--- src/rtl/alu_seq_pkg.sv ---
// Shared types for the ALU sequencer and its command front-end.
// Holds the opcode enum plus command/result/tracking bundles.
package alu_seq_pkg;

    typedef enum logic [1:0] {
        ADD  = 2'd0,
        SUB  = 2'd1,
        MULT = 2'd2,
        DIV  = 2'd3
    } opcode_e;

    localparam int TAG_W = 4;

    typedef struct packed {
        opcode_e            opcode;
        logic signed [7:0]  op1;
        logic signed [7:0]  op2;
    } alu_cmd_t;

    typedef struct packed {
        logic signed [8:0]  data;
        logic [TAG_W-1:0]   tag;
        logic               err;
    } alu_res_t;

    typedef struct packed {
        logic               issued;
        logic [TAG_W-1:0]   tag;
        logic               err;
    } alu_trk_t;

endpackage

--- src/rtl/alu_cmd_fifo.sv ---
// Synchronous FIFO, any depth >= 2; push while full is refused even
// if a pop happens in the same cycle. Head is presented on dout_o.
module alu_cmd_fifo #(
    parameter int W     = 8,
    parameter int DEPTH = 8
) (
    input  logic                       clk,
    input  logic                       rst,
    input  logic                       push_i,
    input  logic                       pop_i,
    input  logic [W-1:0]               din_i,
    output logic [W-1:0]               dout_o,
    output logic                       full_o,
    output logic                       empty_o,
    output logic [$clog2(DEPTH+1)-1:0] count_o
);

    localparam int AW = $clog2(DEPTH);
    localparam int CW = $clog2(DEPTH + 1);

    logic [W-1:0]  mem_q [DEPTH];
    logic [AW-1:0] wptr_q, rptr_q;
    logic [CW-1:0] count_q;
    logic          push_ok, pop_ok;

    function automatic logic [AW-1:0] nxt(input logic [AW-1:0] p);
        return (p == AW'(DEPTH - 1)) ? '0 : p + 1'b1;
    endfunction

    assign full_o  = (count_q == CW'(DEPTH));
    assign empty_o = (count_q == '0);
    assign count_o = count_q;
    assign push_ok = push_i & ~full_o;
    assign pop_ok  = pop_i & ~empty_o;
    assign dout_o  = mem_q[rptr_q];

    always_ff @(posedge clk) begin
        if (rst) begin
            wptr_q  <= '0;
            rptr_q  <= '0;
            count_q <= '0;
        end else begin
            if (push_ok) wptr_q <= nxt(wptr_q);
            if (pop_ok)  rptr_q <= nxt(rptr_q);
            count_q <= count_q + CW'(push_ok) - CW'(pop_ok);
        end
    end

    always_ff @(posedge clk) begin
        if (push_ok) mem_q[wptr_q] <= din_i;
    end

endmodule

--- src/rtl/alu_cmd_queue.sv ---
// Command FIFO + credit-based issue into alu_seq, tagged result return.
// Define ALU_CMD_DIVZERO_CHK_EN to trap DIV by zero before the ALU.
module alu_cmd_queue
    import alu_seq_pkg::*;
#(
    parameter int DEPTH   = 8,
    parameter int ALU_LAT = 1
) (
    input  logic                    clk,
    input  logic                    rst,
    input  logic                    in_valid,
    output logic                    in_ready,
    input  opcode_e                 in_opcode,
    input  logic signed [7:0]       in_op1,
    input  logic signed [7:0]       in_op2,
    output logic signed [7:0]       operand1,
    output logic signed [7:0]       operand2,
    output opcode_e                 opcode,
    input  logic signed [8:0]       alu_out,
    output logic                    res_valid,
    input  logic                    res_ready,
    output logic signed [8:0]       res_data,
    output logic [TAG_W-1:0]        res_tag,
    output logic                    res_err
);

    localparam int RBUF_DEPTH = ALU_LAT + 1;
    localparam int CCW = $clog2(DEPTH + 1);
    localparam int RCW = $clog2(RBUF_DEPTH + 1);
    localparam int SW  = RCW + 1;

    alu_cmd_t          cmd_in, cmd_head;
    logic              cmd_full, cmd_empty;
    logic [CCW-1:0]    cmd_count;
    alu_res_t          rbuf_in, rbuf_head;
    logic              rbuf_full, rbuf_empty;
    logic [RCW-1:0]    rbuf_count;

    logic signed [7:0] op1_q, op1_d, op2_q, op2_d;
    opcode_e           opc_q, opc_d;
    logic [TAG_W-1:0]  tag_q, tag_d;
    alu_trk_t          trk_q [ALU_LAT+1];
    alu_trk_t          trk_d;
    logic [RCW-1:0]    inflight;
    logic              issue, div0_err, cap;

    assign in_ready = ~rst & ~cmd_full;
    assign cmd_in   = '{opcode: in_opcode, op1: in_op1, op2: in_op2};

    alu_cmd_fifo #(.W($bits(alu_cmd_t)), .DEPTH(DEPTH)) u_cmd_fifo (
        .clk     (clk),
        .rst     (rst),
        .push_i  (in_valid & in_ready),
        .pop_i   (issue),
        .din_i   (cmd_in),
        .dout_o  (cmd_head),
        .full_o  (cmd_full),
        .empty_o (cmd_empty),
        .count_o (cmd_count)
    );

`ifdef ALU_CMD_DIVZERO_CHK_EN
    assign div0_err = (cmd_head.opcode == DIV) && (cmd_head.op2 == 8'sd0);
`else
    assign div0_err = 1'b0;
`endif

    always_comb begin
        inflight = '0;
        for (int i = 0; i <= ALU_LAT; i++) begin
            inflight = inflight + RCW'(trk_q[i].issued);
        end
    end

    // Every issued command must already own a result-buffer slot.
    assign issue = ~cmd_empty
                 & ((SW'(inflight) + SW'(rbuf_count)) < SW'(RBUF_DEPTH));

    always_comb begin
        op1_d = '0;
        op2_d = '0;
        opc_d = ADD;
        if (issue && !div0_err) begin
            op1_d = cmd_head.op1;
            op2_d = cmd_head.op2;
            opc_d = cmd_head.opcode;
        end
        trk_d = '{issued: issue, tag: tag_q, err: issue & div0_err};
        tag_d = issue ? tag_q + 1'b1 : tag_q;
    end

    always_ff @(posedge clk) begin
        if (rst) begin
            op1_q <= '0;
            op2_q <= '0;
            opc_q <= ADD;
            tag_q <= '0;
            for (int i = 0; i <= ALU_LAT; i++) trk_q[i] <= '0;
        end else begin
            op1_q    <= op1_d;
            op2_q    <= op2_d;
            opc_q    <= opc_d;
            tag_q    <= tag_d;
            trk_q[0] <= trk_d;
            for (int i = 1; i <= ALU_LAT; i++) trk_q[i] <= trk_q[i-1];
        end
    end

    assign operand1 = op1_q;
    assign operand2 = op2_q;
    assign opcode   = opc_q;

    assign cap     = trk_q[ALU_LAT].issued;
    assign rbuf_in = '{data: trk_q[ALU_LAT].err ? 9'sd0 : alu_out,
                       tag:  trk_q[ALU_LAT].tag,
                       err:  trk_q[ALU_LAT].err};

    alu_cmd_fifo #(.W($bits(alu_res_t)), .DEPTH(RBUF_DEPTH)) u_res_fifo (
        .clk     (clk),
        .rst     (rst),
        .push_i  (cap),
        .pop_i   (res_valid & res_ready),
        .din_i   (rbuf_in),
        .dout_o  (rbuf_head),
        .full_o  (rbuf_full),
        .empty_o (rbuf_empty),
        .count_o (rbuf_count)
    );

    // Storage is unreset, so the head is masked while the buffer is empty.
    assign res_valid = ~rbuf_empty;
    assign res_data  = rbuf_empty ? 9'sd0 : rbuf_head.data;
    assign res_tag   = rbuf_empty ? '0 : rbuf_head.tag;
    assign res_err   = ~rbuf_empty & rbuf_head.err;

    logic unused_ok;
    assign unused_ok = ^{cmd_count, rbuf_full};

endmodule

--- config.mk ---
export PLATFORM = sky130hd
export DESIGN_NAME = alu_cmd_queue
export DESIGN_NICKNAME = d
export VERILOG_FILES = /design/src/rtl/alu_seq_pkg.sv /design/src/rtl/alu_cmd_fifo.sv /design/src/rtl/alu_cmd_queue.sv
export SDC_FILE = /design/constraint.sdc
export NUM_CORES = 1
export LEC_CHECK = 0
export CAP_MARGIN = 30
export CORE_MARGIN = 1
export CORE_UTILIZATION = 52
export CTS_CLUSTER_SIZE = 20
export DETAILED_ROUTE_END_ITERATION = 16
export PLACE_DENSITY = 0.75
export SETUP_SLACK_MARGIN = 0.3
export SLEW_MARGIN = 20
export SYNTH_ARGS = -nofsm -noshare
export SYNTH_HDL_FRONTEND = slang
export SYNTH_SLANG_ARGS = --single-unit
--- constraint.sdc ---
create_clock -name clk -period 3 [get_ports clk]
set_clock_uncertainty 0.05 [all_clocks]
set_input_delay 0.6 -clock clk [delete_from_list [all_inputs] [get_ports clk]]
set_output_delay 0.6 -clock clk [all_outputs]
set_load 0.05 [all_outputs]
==> results_dict.tcl <==
set metrics [dict create \
    status "completed" \
    timing.setup.tns_ps 0 \
    drc 0 \
    routed_wl_um 14400 \
    p_leak_nw 3.50 \
    grt_pass1_vias 4276 \
    slew_headroom_pct 32.2 \
    antenna_found_initial 0 \
    fmax_mhz 399 \
    syn_area_mm2 0.00818 \
    irDropWorstVdd_v 0.000580 \
    via_per_inst 5.41 \
    place_ws_ps 406 \
    grtUsageMet1_pct 23.8 \
    totalPowerFinal_mw 9.26 \
    post_dp_cell_area_mm2 0.00915 \
    avgRoutedWirePerCell_um 18.9 \
    synth_edf_count 170 \
    rsz0062_at_grt "no" \
    cts_max_path_buffers 3 \
    use_met2_pct 32.4 \
    ys_types 37 \
    synth_compound_area_share_pct 1.53 \
    yosys-top-cells-area "edfxtp_1 (62%), dfxtp_1 (11%), mux4_2 (9.9%)" \
    synth_common_cells "edfxtp_1 (170), dfxtp_1 (47), nor2_1 (45), mux4_2 (36), mux2i_1 (31)" \
    antenna_cells 0 \
    cts_root_buf "clkbuf_16" \
    start_kind "flip-flop" \
    grtUsageMet3_pct 3.18 \
    synth_xor_area_share_pct 0.321 \
    worst_hold_path_type "reg -> reg" \
    synth-seq-cells 217 \
    cts-buffers-inserted 22 \
    setup_viol 0 \
    synth_nets 499 \
    fin_util_pct 65.4 \
    fill_cells 1027 \
    gr-usage-all-layers_pct 18.5 \
    synth-simple-area-share_pct 5.58 \
    grt_pass1_wl_um 22700 \
    period_minus_slack_ps 2500 \
    grt_overflow 0 \
    path_max_fanout 10 \
    syn_to_final_growth_pct 21.9 \
    ys_async_sr_fraction_pct 0 \
    hold_viol 0 \
    final_area_mm2 0.00998 \
    cts_hold_buf 0 \
    cts_sinks 217 \
    crit_arrival_ps 2830 \
    slew_violations 0 \
    core_area_mm2 0.0153 \
    synth_area_per_cell_um2 18.1 \
    finalWeightedCongestion 0.739 \
    synth_top_family_by_area "multiplexers" \
    synth_mux_area_share_pct 14.2 \
    io_pins 65 \
    path_class "reg -> reg" \
    synth_flop_cell "edfxtp_1" \
    first_pass_iters 4 \
    layout-drive-gt1-share_pct 19.1 \
    nets 584 \
    die_y_um 127 \
    period_share_pct 83.5 \
    grt_max_degree 33 \
    cts.clk_slew.worst_paths_ps 60 \
    synth_fa_ha_area_share_pct 2.38 \
    dr_total_vias 4136 \
    start_util_pct 53.6 \
    crit_path_end_kind "flip-flop" \
    ys_seq_area_share_pct 73.9 \
    busiest_layer "met2" \
    die_area_mm2 0.0162 \
    ant_nets 0 \
    p_per_area_mw_per_mm2 928 \
    synth_top_area_cell "edfxtp_1" \
    setup_ws_ps 495 \
    die_w_um 127 \
    tightest_slew_ps 1020 \
    cap_violations 0 \
    synth_top_area_share_pct 62.4 \
    io_buffers 63 \
    syn_inst 453 \
    post-synth-top-count-cell "edfxtp_1" \
    clk_latency_ps 500 \
    htreeDepth 1 \
    worst_ep_required_time_ps 3330 \
    ys_warn_count 0 \
    place_hpwl_um 8270 \
    num_rows 45 \
    cts_tree "yes" \
    drt_iter0_markers 301 \
]
cells by family (layout without fill, tap and decap cells):
family | count (synthesis) | after routing
adder cells (fa/ha/maj) | 15 | 15
AND/OR/NAND/NOR | 91 | 91
other | 1 | 1
buffers and inverters | 34 | 135
flip-flops | 217 | 217
AO/OA/AOI/OAI | 21 | 21
multiplexers | 71 | 71
XOR/XNOR | 3 | 3
cell usage in the layout (no fill, tap or decap), drive strengths merged, types with 4 or more instances in the layout:
master / count
a21oi: 9
buf: 18
bufinv: 5
clkbuf: 25
clkdlybuf4s50: 48
clkinv: 8
dfxtp: 47
dlygate4sd2: 8
dlymetal6s2s: 6
edfxtp: 170
ha: 14
inv: 16
mux2: 4
mux2i: 31
mux4: 36
nand3: 6
nor2: 45
nor2b: 15
nor3: 6
o21ai: 8
worst max-delay path, stage by stage (launching register included):
cell,delay [ps]
dfxtp_2,350
ha_1,330
a211o_4,390
nor2_1,120
ha_1,160
inv_1,60
ha_1,270
a21o_1,170
a21oi_1,150
mux2_2,340
final timing paths:
kind / cells after the start / end / start / slack (ps)
max: 9 / u_cmd_fifo.count_o[3] / u_res_fifo.count_o[0] / 500
min: 0 / u_res_fifo.mem_q[1][4] / trk_q[0][10] / 380
max reg2reg: 9 / u_cmd_fifo.count_o[3] / u_res_fifo.count_o[0] / 500
min reg2reg: 0 / u_res_fifo.mem_q[1][4] / trk_q[0][10] / 380
area by class of cell:
cell class | instances | area (um^2) | area share, %
clock inverter | 15 | 218 | 2.18
sequential | 217 | 6050 | 60.6
tap | 211 | 264 | 2.65
multi-input combinational | 202 | 2020 | 20.2
timing repair buffer | 80 | 806 | 8.07
clock buffer | 25 | 572 | 5.73
inverter | 15 | 56.3 | 0.564
flip-flops by register name, indices dropped and copies added (netlist names), named ones only:
register and count:
u_res_fifo.mem_q 26, u_cmd_fifo.rptr_q 3, operand2 8, operand1 8
u_res_fifo.rptr_q 1, u_cmd_fifo.mem_q 144, opcode 2, u_res_fifo.count_o 2
u_cmd_fifo.wptr_q 3, trk_q 10, u_cmd_fifo.count_o 4, tag_q 4
u_res_fifo.wptr_q 1
power breakdown:
group	switching (mW)	total [mW]	internal, mW
Clock	1.10	2.91	1.81
Combinational	1.49	2.61	1.12
Sequential	0.217	3.74	3.52
Total	2.80	9.26	6.46
per-stage QoR:
stage | hold slack, ps | cells
floorplan | 354 | 453
global placement | 354 | 724
detailed placement | 366 | 724
CTS | 380 | 764
global route | 391 | 765
finish | 380 | 765
layer usage:
metal	vias up	part of all wire (%)
met1	2086	41
met4	0	2.5
li1	1900	-
met2	118	51
met5	-	0
met3	32	5.1
repair_timing:
action,in CTS,in global routing
endpoints found under the setup margin,14,7
gates resized for setup,10,7
buffers inserted,0,0
Power figures use the tool's default switching activity.
